**src/rtl/full_adder.sv**
```systemverilog
// 1-bit full adder with a registered result copy and a bit-serial mode in which
// the stored carry feeds back as carry-in, plus a saturating serial-cycle counter.
module full_adder #(
  parameter int CNT_W = 8
) (
  input  logic             clk,
  input  logic             rst,
  input  logic             a,
  input  logic             b,
  input  logic             c,
  input  logic             serial_en,
  input  logic             clr,
  output logic             sum,
  output logic             carry,
  output logic             sum_q,
  output logic             carry_q,
  output logic [CNT_W-1:0] ops_cnt
);

  localparam logic [CNT_W-1:0] CNT_MAX = '1;

  logic cin_eff;

  // Serial mode chains the previous bit's carry straight into this bit.
  assign cin_eff = serial_en ? carry_q : c;
  assign sum     = a ^ b ^ cin_eff;
  assign carry   = (a & b) | (a & cin_eff) | (b & cin_eff);

  always_ff @(posedge clk or posedge rst) begin
    if (rst) begin
      sum_q   <= 1'b0;
      carry_q <= 1'b0;
      ops_cnt <= '0;
    end else if (clr) begin
      sum_q   <= 1'b0;
      carry_q <= 1'b0;
      ops_cnt <= '0;
    end else begin
      sum_q   <= sum;
      carry_q <= carry;
      // Counter sticks at all-ones rather than wrapping.
      if (serial_en && (ops_cnt != CNT_MAX))
        ops_cnt <= ops_cnt + CNT_W'(1);
    end
  end

endmodule

```
**config.mk**
```make
export PLATFORM = sky130hd
export DESIGN_NAME = full_adder
export DESIGN_NICKNAME = d
export VERILOG_FILES = /design/src/rtl/full_adder.sv
export SDC_FILE = /design/constraint.sdc
export NUM_CORES = 1
export LEC_CHECK = 0
export ABC_CLOCK_PERIOD_IN_PS = 1500
export BUFFER_PORTS_ARGS = -buffer_cell sky130_fd_sc_hd__buf_2
export CORE_AREA = 5 5 43 45
export CTS_BUF_LIST = sky130_fd_sc_hd__clkbuf_4 sky130_fd_sc_hd__clkbuf_8 sky130_fd_sc_hd__clkbuf_16
export CTS_CLUSTER_SIZE = 14
export DETAILED_ROUTE_END_ITERATION = 12
export DIE_AREA = 0 0 48 50
export GPL_TIMING_DRIVEN = 1
export MAX_ROUTING_LAYER = met4
export PLACE_DENSITY = 0.68
export SYNTH_ARGS = -nofsm -noshare
export SYNTH_HDL_FRONTEND = slang
export SYNTH_SLANG_ARGS = --single-unit
```
**constraint.sdc**
```tcl
create_clock -name clk -period 1.5 [get_ports clk]
set_clock_uncertainty 0.1 [all_clocks]
set_input_delay 0.3 -clock clk [delete_from_list [all_inputs] [get_ports clk]]
set_output_delay 0.3 -clock clk [all_outputs]
set_load 0.01 [all_outputs]
```
==> metrics.sh, run 1 <==
DR_TOTAL_VIAS=512
MOST-COMMON-LAYOUT-CELLS='buf_2 (18), dfrtp_1 (10), buf_4 (10)'
FINAL_CELL_AREA_SQ_UM=776
DRT.ANTENNA.VIOLATING_NETS=0
P_PER_AREA_mW_PER_MM2=739
GRT_FIRST_PASS_WIRELENGTH_UM=2240
HOLDWS_NS=0.251
NUMPORTBUFFERS=18
WIRELENGTH_UM=1360
FINAL.MIN_CLOCK_PERIOD_NS=1.92
YOSYS_REGISTER_BITS=10
CP.ARRIVAL_NS=1.52
TRACK_USAGE_PCT=13.5
MAXIMUM_NUMBER_OF_PINS_ON_ONE_NET_BEFORE_GLOBAL_ROUTE_REPAIR=13
POWER.STATIC_LEAKAGE_nW=0.405
GLOBAL_ROUTE.OVERFLOW_TOTAL=0
CRIT_SLOWEST_CELL='fa_1'
CTS_TREE='built'
SYNTH_CELL_TYPES=26
IOS=19
HPWL_UM=1030
FINAL-HOLD-VIOLATION-COUNT=0
WORST_SKEW_PAIR.LATE_LATENCY_NS=0.26
WORST_TRAN_PIN_VALUE_NS=0.403
CTS_BUFFERS=3
NNETSFINAL=92
REPORT.POWER.TOTAL_uW=574
MAX_STAGE_DELAY_NS=0.49
FINALWEIGHTEDCONGESTION=0.758
SYN-CELL-AREA_SQ_UM=561
CHIPWIDTH_UM=48
DIE_AREA_SQ_MM=0.00240
SYN-INSTANCE-COUNT=51
SYNTH_NETS=60
FIRST_ITER_VIOLATIONS=1
ANTENNA-DIODE-COUNT=0
MAX_FREQ_MHz=521
SETUP_WS_FINAL_NS=-0.419
CHIPHEIGHT_UM=50
YS_SEQ_AREA_SHARE_PCT=44.6
SYNTH_TOP_AREA_SHARE_PCT=44.6
SYNTH_WARNINGS=0
POST-ROUTE-DRC-COUNT=0
WORST-ENDPOINT-REQUIRED_NS=1.10
DRIVE_ABOVE_1_SHARE_PCT=48.1
PATH_CLASS='reg -> out'
CLOCK_PATH_BUFFERS=2
START_UTIL_PCT=39.0
CTS_SINKS=10
NUM_ROWS=14
MAX-CAP-VIOLATIONS=0
MAX_SLEW_MARGIN_PCT=73.1
LEADING_POST_SYNTHESIS_CELLS_BY_CELL_AREA='dfrtp_1 (45%), a311oi_1 (4.7%), a31oi_1 (4.5%)'
MOST_COMMON_CELL_AFTER_LAYOUT_FILL_AND_TAPS_ASIDE='buf_2'
LAYOUT_WORST_PATH_CYCLE_SHARE_PCT=128
CTS_MAX_LEVEL=1
IR_DROP_uV=426
CRIT_PATH_START_KIND='flip-flop'
ENDPOINT_KIND='output port'
GRT_ANTENNA_BEFORE_REPAIR=0
MIN_PATH_TYPE='in -> reg'
DETAIL_ROUTE.WL_PER_CELL_UM=14.0
CRITPATHMAXFANOUT=2
REPORT.FINAL.SLEW_VIOL_COUNT=0
DESIGN.CORE.AREA_SQ_MM=0.00144
WORSTPATHCELLLIST='mux2_4, fa_1, buf_2'
NUMBER_OF_GLOBAL_ROUTE_VIAS_BEFORE_REPAIR=510
SYNTH_LARGEST_AREA_CELL='dfrtp_1'
OUTCOME='finished with violations'
PATH_CLK_SLEW_NS=0.07
LENGTH_OF_THE_FIRST_DETAILED_ROUTING_PASS_IN_ITERATIONS=4
PLACED_CELL_AREA_SQ_UM=722
FAILED_CHECKS='negative setup slack'
AREA_GROWTH_FROM_SYNTHESIS_TO_LAYOUT_PCT=38.4
RSZ_0062_RAISED_AFTER_GLOBAL_ROUTING='true'
SETUP_VIOL=2
CTS_ROOT_BUF='clkbuf_4'
AVERAGE_CELL_AREA_AFTER_SYNTHESIS_SQ_UM=11.0
POST_DRT_VIA_CELL_RATIO=5.28
stage by stage:
stage / setup TNS, ns / setup WS, ns / utilization (%) / instances
final: -0.744 / -0.419 / 54.0 / 97
after global routing: -0.859 / -0.466 / 54.0 / 97
after CTS: -0.750 / -0.426 / 52.5 / 96
after floorplan: -0.167 / -0.0926 / - / 51
after detailed placement: -0.376 / -0.231 / 50.3 / 92
after global placement: -0.348 / -0.223 / 50.3 / 92
cell families (layout without fill, tap and decap cells):
kind of cell | Yosys count | after routing | synth area share, %
adder cells (fa/ha/maj) | 2 | 2 | 5.80
buffers and inverters | 4 | 34 | 5.36
multiplexers | 3 | 3 | 6.47
flip-flops | 10 | 10 | 44.6
AO/OA/AOI/OAI | 15 | 15 | 18.8
AND/OR/NAND/NOR | 17 | 17 | 19.0
metal layers:
layer / global-route usage [%] / share of wire [%] / vias up
li1: - / - / 254
met1: 16.6 / 45 / 243
met2: 20.5 / 49 / 15
met3: 4.36 / 6.3 / 0
met4: 4.04 / 0 / 0
met5: - / 0 / -
registers in the layout (all words and copies together) (netlist names):
signal,count
ops_cnt,8
carry_q,1
sum_q,1
synth_stat cells:
library cell	instances
a211oi_1	1
a21boi_1	1
a21boi_2	1
a21oi_1	4
a311oi_1	3
a31oi_1	4
and2_1	2
and3_1	1
and3_2	1
and4_1	1
and4_4	1
buf_6	2
dfrtp_1	10
fa_1	1
ha_1	1
inv_1	2
mux2_2	1
mux2_4	1
mux2i_1	1
nand2b_1	2
nand3_1	2
nand4_1	1
nor2_1	2
nor2b_1	3
nor3_1	1
o21bai_1	1
power by group:
group          internal [mW]  switching, mW  total [mW]
combinational         0.0545         0.0503       0.105
clock                 0.0926         0.0913       0.184
sequential             0.280        0.00526       0.285
layout make-up:
| class | count | area, sq um |
|---|---|---|
| Inverter | 2 | 7.51 |
| Timing Repair Buffer | 29 | 175 |
| Sequential cell | 10 | 250 |
| Clock buffer | 3 | 22.5 |
| Multi-Input combinational cell | 37 | 300 |
| Tap cell | 16 | 20.0 |
| Fill cell | 141 | 661 |
worst max-delay path: cells and delay by family, from the launching register on:
family,cells,cell delay [ns]
buf+inv,1,0.13
fa+ha+maj,1,0.49
mux,1,0.26
flops,1,0.38
what timing repair did:
item / CTS / global route
gates cloned: 0 / 0
pin swaps: 0 / 1
hold buffers: 1 / 0
setup endpoints to repair: 2 / 8
hold endpoints to repair: 10 / 0
gates resized for setup: 0 / 3
buffers inserted: 0 / 1
path summary, 6_finish.rpt:
path | from | endpoint | slack, ns | depth (start not counted)
max | carry_q | sum | -0.42 | 3
min | clr | ops_cnt[3] | 0.25 | 2
max reg2reg | ops_cnt[0] | ops_cnt[0] | 0.03 | 4
min reg2reg | ops_cnt[3] | ops_cnt[3] | 0.46 | 1
max in group asynchronous | rst | ops_cnt[6] | 0.56 | 3
min in group asynchronous | rst | ops_cnt[5] | 0.46 | 3
Note: power is estimated with default switching activity, not from simulation.
==> inputs of run 2 (changes only) <==
Settings changed: BUFFER_PORTS_ARGS -buffer_cell sky130_fd_sc_hd__buf_2 to -buffer_cell sky130_fd_sc_hd__buf_4, CELL_PAD_IN_SITES_DETAIL_PLACEMENT set to 0, CELL_PAD_IN_SITES_GLOBAL_PLACEMENT set to 2, CORE_AREA 5 5 43 45 to 5 5 53 55, DIE_AREA 0 0 48 50 to 0 0 58 60, PLACE_DENSITY 0.68 to not set, PLACE_DENSITY_LB_ADDON set to 0.1.
==> run 2 against run 1 <==
Net effect: the flow still finishes with violations (negative setup slack); register-to-register slack better by 0.02 ns; cell area grew 9.2%; largest power group unchanged; die area increased by 45%; non-clock buffer count increased by 2; flip-flop and latch count stayed put; final cell count is 16% higher; worst hold slack lost 0.055 ns; highest routed layer unchanged; count of clock-buffer cells in the layout did not move; combinational power up 14%.
==> metrics.sh, run 2 (same netlist as run 1, synthesis figures left out) <==
INTERNAL-POWER_uW=442  # +3.5%
CTS_TREE='built'
COMBINATIONALPOWERSHARE_PCT=20.4  # +2.1 points
MAX_FREQ_MHz=525  # +0.66%
MOST-COMMON-LAYOUT-CELLS='buf_4 (30), dfrtp_1 (10), a31oi_1 (4), a21oi_1 (4)'
DIE_AREA_SQ_MM=0.00348  # +45%
TOP_REGISTER='ops_cnt'
RSZ_0062_RAISED_AFTER_GLOBAL_ROUTING='true'
FIRST_ITER_VIOLATIONS=8  # +7
MAX_SLEW_MARGIN_PCT=73.3  # +0.18 points
GLOBAL_ROUTE.OVERFLOW_TOTAL=0  # unchanged
NUMPORTBUFFERS=18  # unchanged
NUM_ROWS=18  # +4
CTS_POST_SETUP_BUFFERS_INSERTED=0  # unchanged
SETUP_VIOL=2  # unchanged
DRT.ANTENNA.VIOLATING_NETS=0  # unchanged
TRACK_USAGE_PCT=9.88  # -3.6 points
DESIGN.CORE.AREA_SQ_MM=0.00234  # +63%
MAX-CAP-VIOLATIONS=0  # unchanged
CTS_SINKS=10  # unchanged
POWER.STATIC_LEAKAGE_nW=0.422  # +4.2%
P_PER_AREA_mW_PER_MM2=695  # -6.0%
CHIPHEIGHT_UM=60  # +20%
CRITPATHMAXFANOUT=2  # unchanged
ENDPOINT_KIND='output port'
GRT_ANTENNA_BEFORE_REPAIR=0  # unchanged
CTS_MAX_LEVEL=1  # unchanged
FAILED_CHECKS='negative setup slack'
CP.ARRIVAL_NS=1.51  # about the same
SETUP_WS_FINAL_NS=-0.406  # +0.0126 ns
MIN_PATH_TYPE='in -> reg'
WORST-PATH-BUF-INV=1  # unchanged
WORST_TRAN_PIN_VALUE_NS=0.401  # -0.00274 ns
OUTCOME='finished with violations'
IOS=19  # unchanged
GRT_FIRST_PASS_WIRELENGTH_UM=2460  # +9.9%
START_UTIL_PCT=23.9  # -15 points
POST-ROUTE-DRC-COUNT=0  # unchanged
FINAL-HOLD-VIOLATION-COUNT=0  # unchanged
HPWL_UM=1150  # +11%
WORST-ENDPOINT-REQUIRED_NS=1.10  # about the same
NNETSFINAL=94  # +2.2%
ANTENNA-DIODE-COUNT=0  # unchanged
DRIVE_ABOVE_1_SHARE_PCT=47.0  # -1.2 points
DR_TOTAL_VIAS=524  # +2.3%
AREA_GROWTH_FROM_SYNTHESIS_TO_LAYOUT_PCT=51.1
MAX_STAGE_DELAY_NS=0.49  # about the same
FINAL.MIN_CLOCK_PERIOD_NS=1.91  # -0.0126 ns
WIRELENGTH_UM=1430  # +5.4%
P_SW_SHARE_PCT=24.9  # -0.65 points
TOTAL_PLACED_CELLS_INCLUDING_TAP_CELLS=109  # +18%
STDCELL_COUNT=113  # +16%
CHIPWIDTH_UM=58  # +21%
SEQUENTIAL_FRACTION_OF_DESIGN_POWER_PCT=48.4  # -1.3 points
FINALWEIGHTEDCONGESTION=0.725  # -4.3%
REG.LARGEST.LIST='ops_cnt: 8 flops, carry_q: 1 flops, sum_q: 1 flops'
P_CLK_SHARE_PCT=31.2  # -0.9 points
IR_DROP_uV=376  # -12%
CTS_ROOT_BUF='clkbuf_4'
LAYOUT_WORST_PATH_CYCLE_SHARE_PCT=127  # -0.84 points
MOST_COMMON_CELL_AFTER_LAYOUT_FILL_AND_TAPS_ASIDE='buf_4'
CRIT_PATH_START_KIND='flip-flop'
CTS_BUFFERS=3  # unchanged
LENGTH_OF_THE_FIRST_DETAILED_ROUTING_PASS_IN_ITERATIONS=4  # unchanged
PATH_CLASS='reg -> out'
PATH_CLK_SLEW_NS=0.07  # about the same
REPORT.FINAL.SLEW_VIOL_COUNT=0  # unchanged
WORSTPATHCELLLIST='mux2_4, fa_1, buf_4'
NUMBER_OF_GLOBAL_ROUTE_VIAS_BEFORE_REPAIR=543  # +6.5%
WORST_SKEW_PAIR.LATE_LATENCY_NS=0.26  # about the same
MAXIMUM_NUMBER_OF_PINS_ON_ONE_NET_BEFORE_GLOBAL_ROUTE_REPAIR=13  # unchanged
LARGEST_REGISTER_FF_COUNT=8  # unchanged
POST_DRT_VIA_CELL_RATIO=4.64  # -12%
FILL_CELL_COUNT=267  # +89%
CRIT_SLOWEST_CELL='fa_1'
DETAIL_ROUTE.WL_PER_CELL_UM=12.7  # -9.5%
HOLDWS_NS=0.196  # -0.0550 ns
CLOCK_PATH_BUFFERS=2  # unchanged
POWER.SWITCHING_uW=147  # about the same
TOP_DELAY_FAMILY_ON_CRIT_PATH='adder cells'
## run 2: repair_timing
action                                  4_1_cts  5_1_grt
endpoints found under the hold margin        10        0
endpoints found under the setup margin        2        4
hold buffers                                  1        0
gates resized for setup                       0        1
## run 2: final cells by class
type | instances | area, sq um | share of cell area [%]
clock buffers | 3 | 22.5 | 2.66
inverters | 2 | 7.51 | 0.886
multi-input cells | 37 | 294 | 34.7
flip-flops and latches | 10 | 250 | 29.5
well taps | 30 | 37.5 | 4.43
repair buffers | 31 | 235 | 27.8
## run 2: worst paths after layout
path / start / end / slack (ns) / cells past startpoint
worst max-delay path: carry_q / sum / -0.41 / 3
max in group asynchronous: rst / ops_cnt[5] / 0.54 / 3
min in group asynchronous: rst / ops_cnt[7] / 0.48 / 3
worst min register to register: ops_cnt[3] / ops_cnt[3] / 0.48 / 1
worst max register to register: ops_cnt[0] / ops_cnt[0] / 0.05 / 4
worst min-delay path: clr / ops_cnt[7] / 0.20 / 2
## run 2: per-stage QoR
stage	instance area (sq um)	setup slack (ns)	util [%]	TNS [ns]	total power, mW
3_5_place_dp	807	-0.230	34.5	-0.403	0.410
2_1_floorplan	567	-0.0926	-	-0.167	0.345
6_report	847	-0.406	36.2	-0.735	0.588
5_1_grt	847	-0.479	36.2	-0.889	0.624
3_3_place_gp	807	-0.227	34.5	-0.389	0.409
4_1_cts	840	-0.428	35.8	-0.779	0.603
## run 2: power by group through the flow
stage          clock [mW]  sequential (mW)  combinational (mW)
2_1_floorplan           0            0.298              0.0473
3_3_place_gp            0            0.290               0.118
3_5_place_dp            0            0.290               0.120
4_1_cts             0.196            0.285               0.123
5_1_grt             0.205            0.286               0.134
6_report            0.184            0.285               0.120
## run 2: worst reg2reg max path: stages, from the launching register on
cell and delay (ns):
dfrtp_1 0.39, ha_2 0.20, and4_4 0.20, a21boi_4 0.15, mux2_4 0.31
## run 2: routing by layer
metal | wire [um] | part of all wire, % | vias up | track usage (%)
li1 | - | - | 257 | -
met1 | 633 | 44 | 249 | 11.2
met2 | 695 | 49 | 18 | 16.3
met3 | 102 | 7.1 | 0 | 2.38
met4 | 0 | 0 | 0 | 4.97
met5 | 0 | 0 | - | -
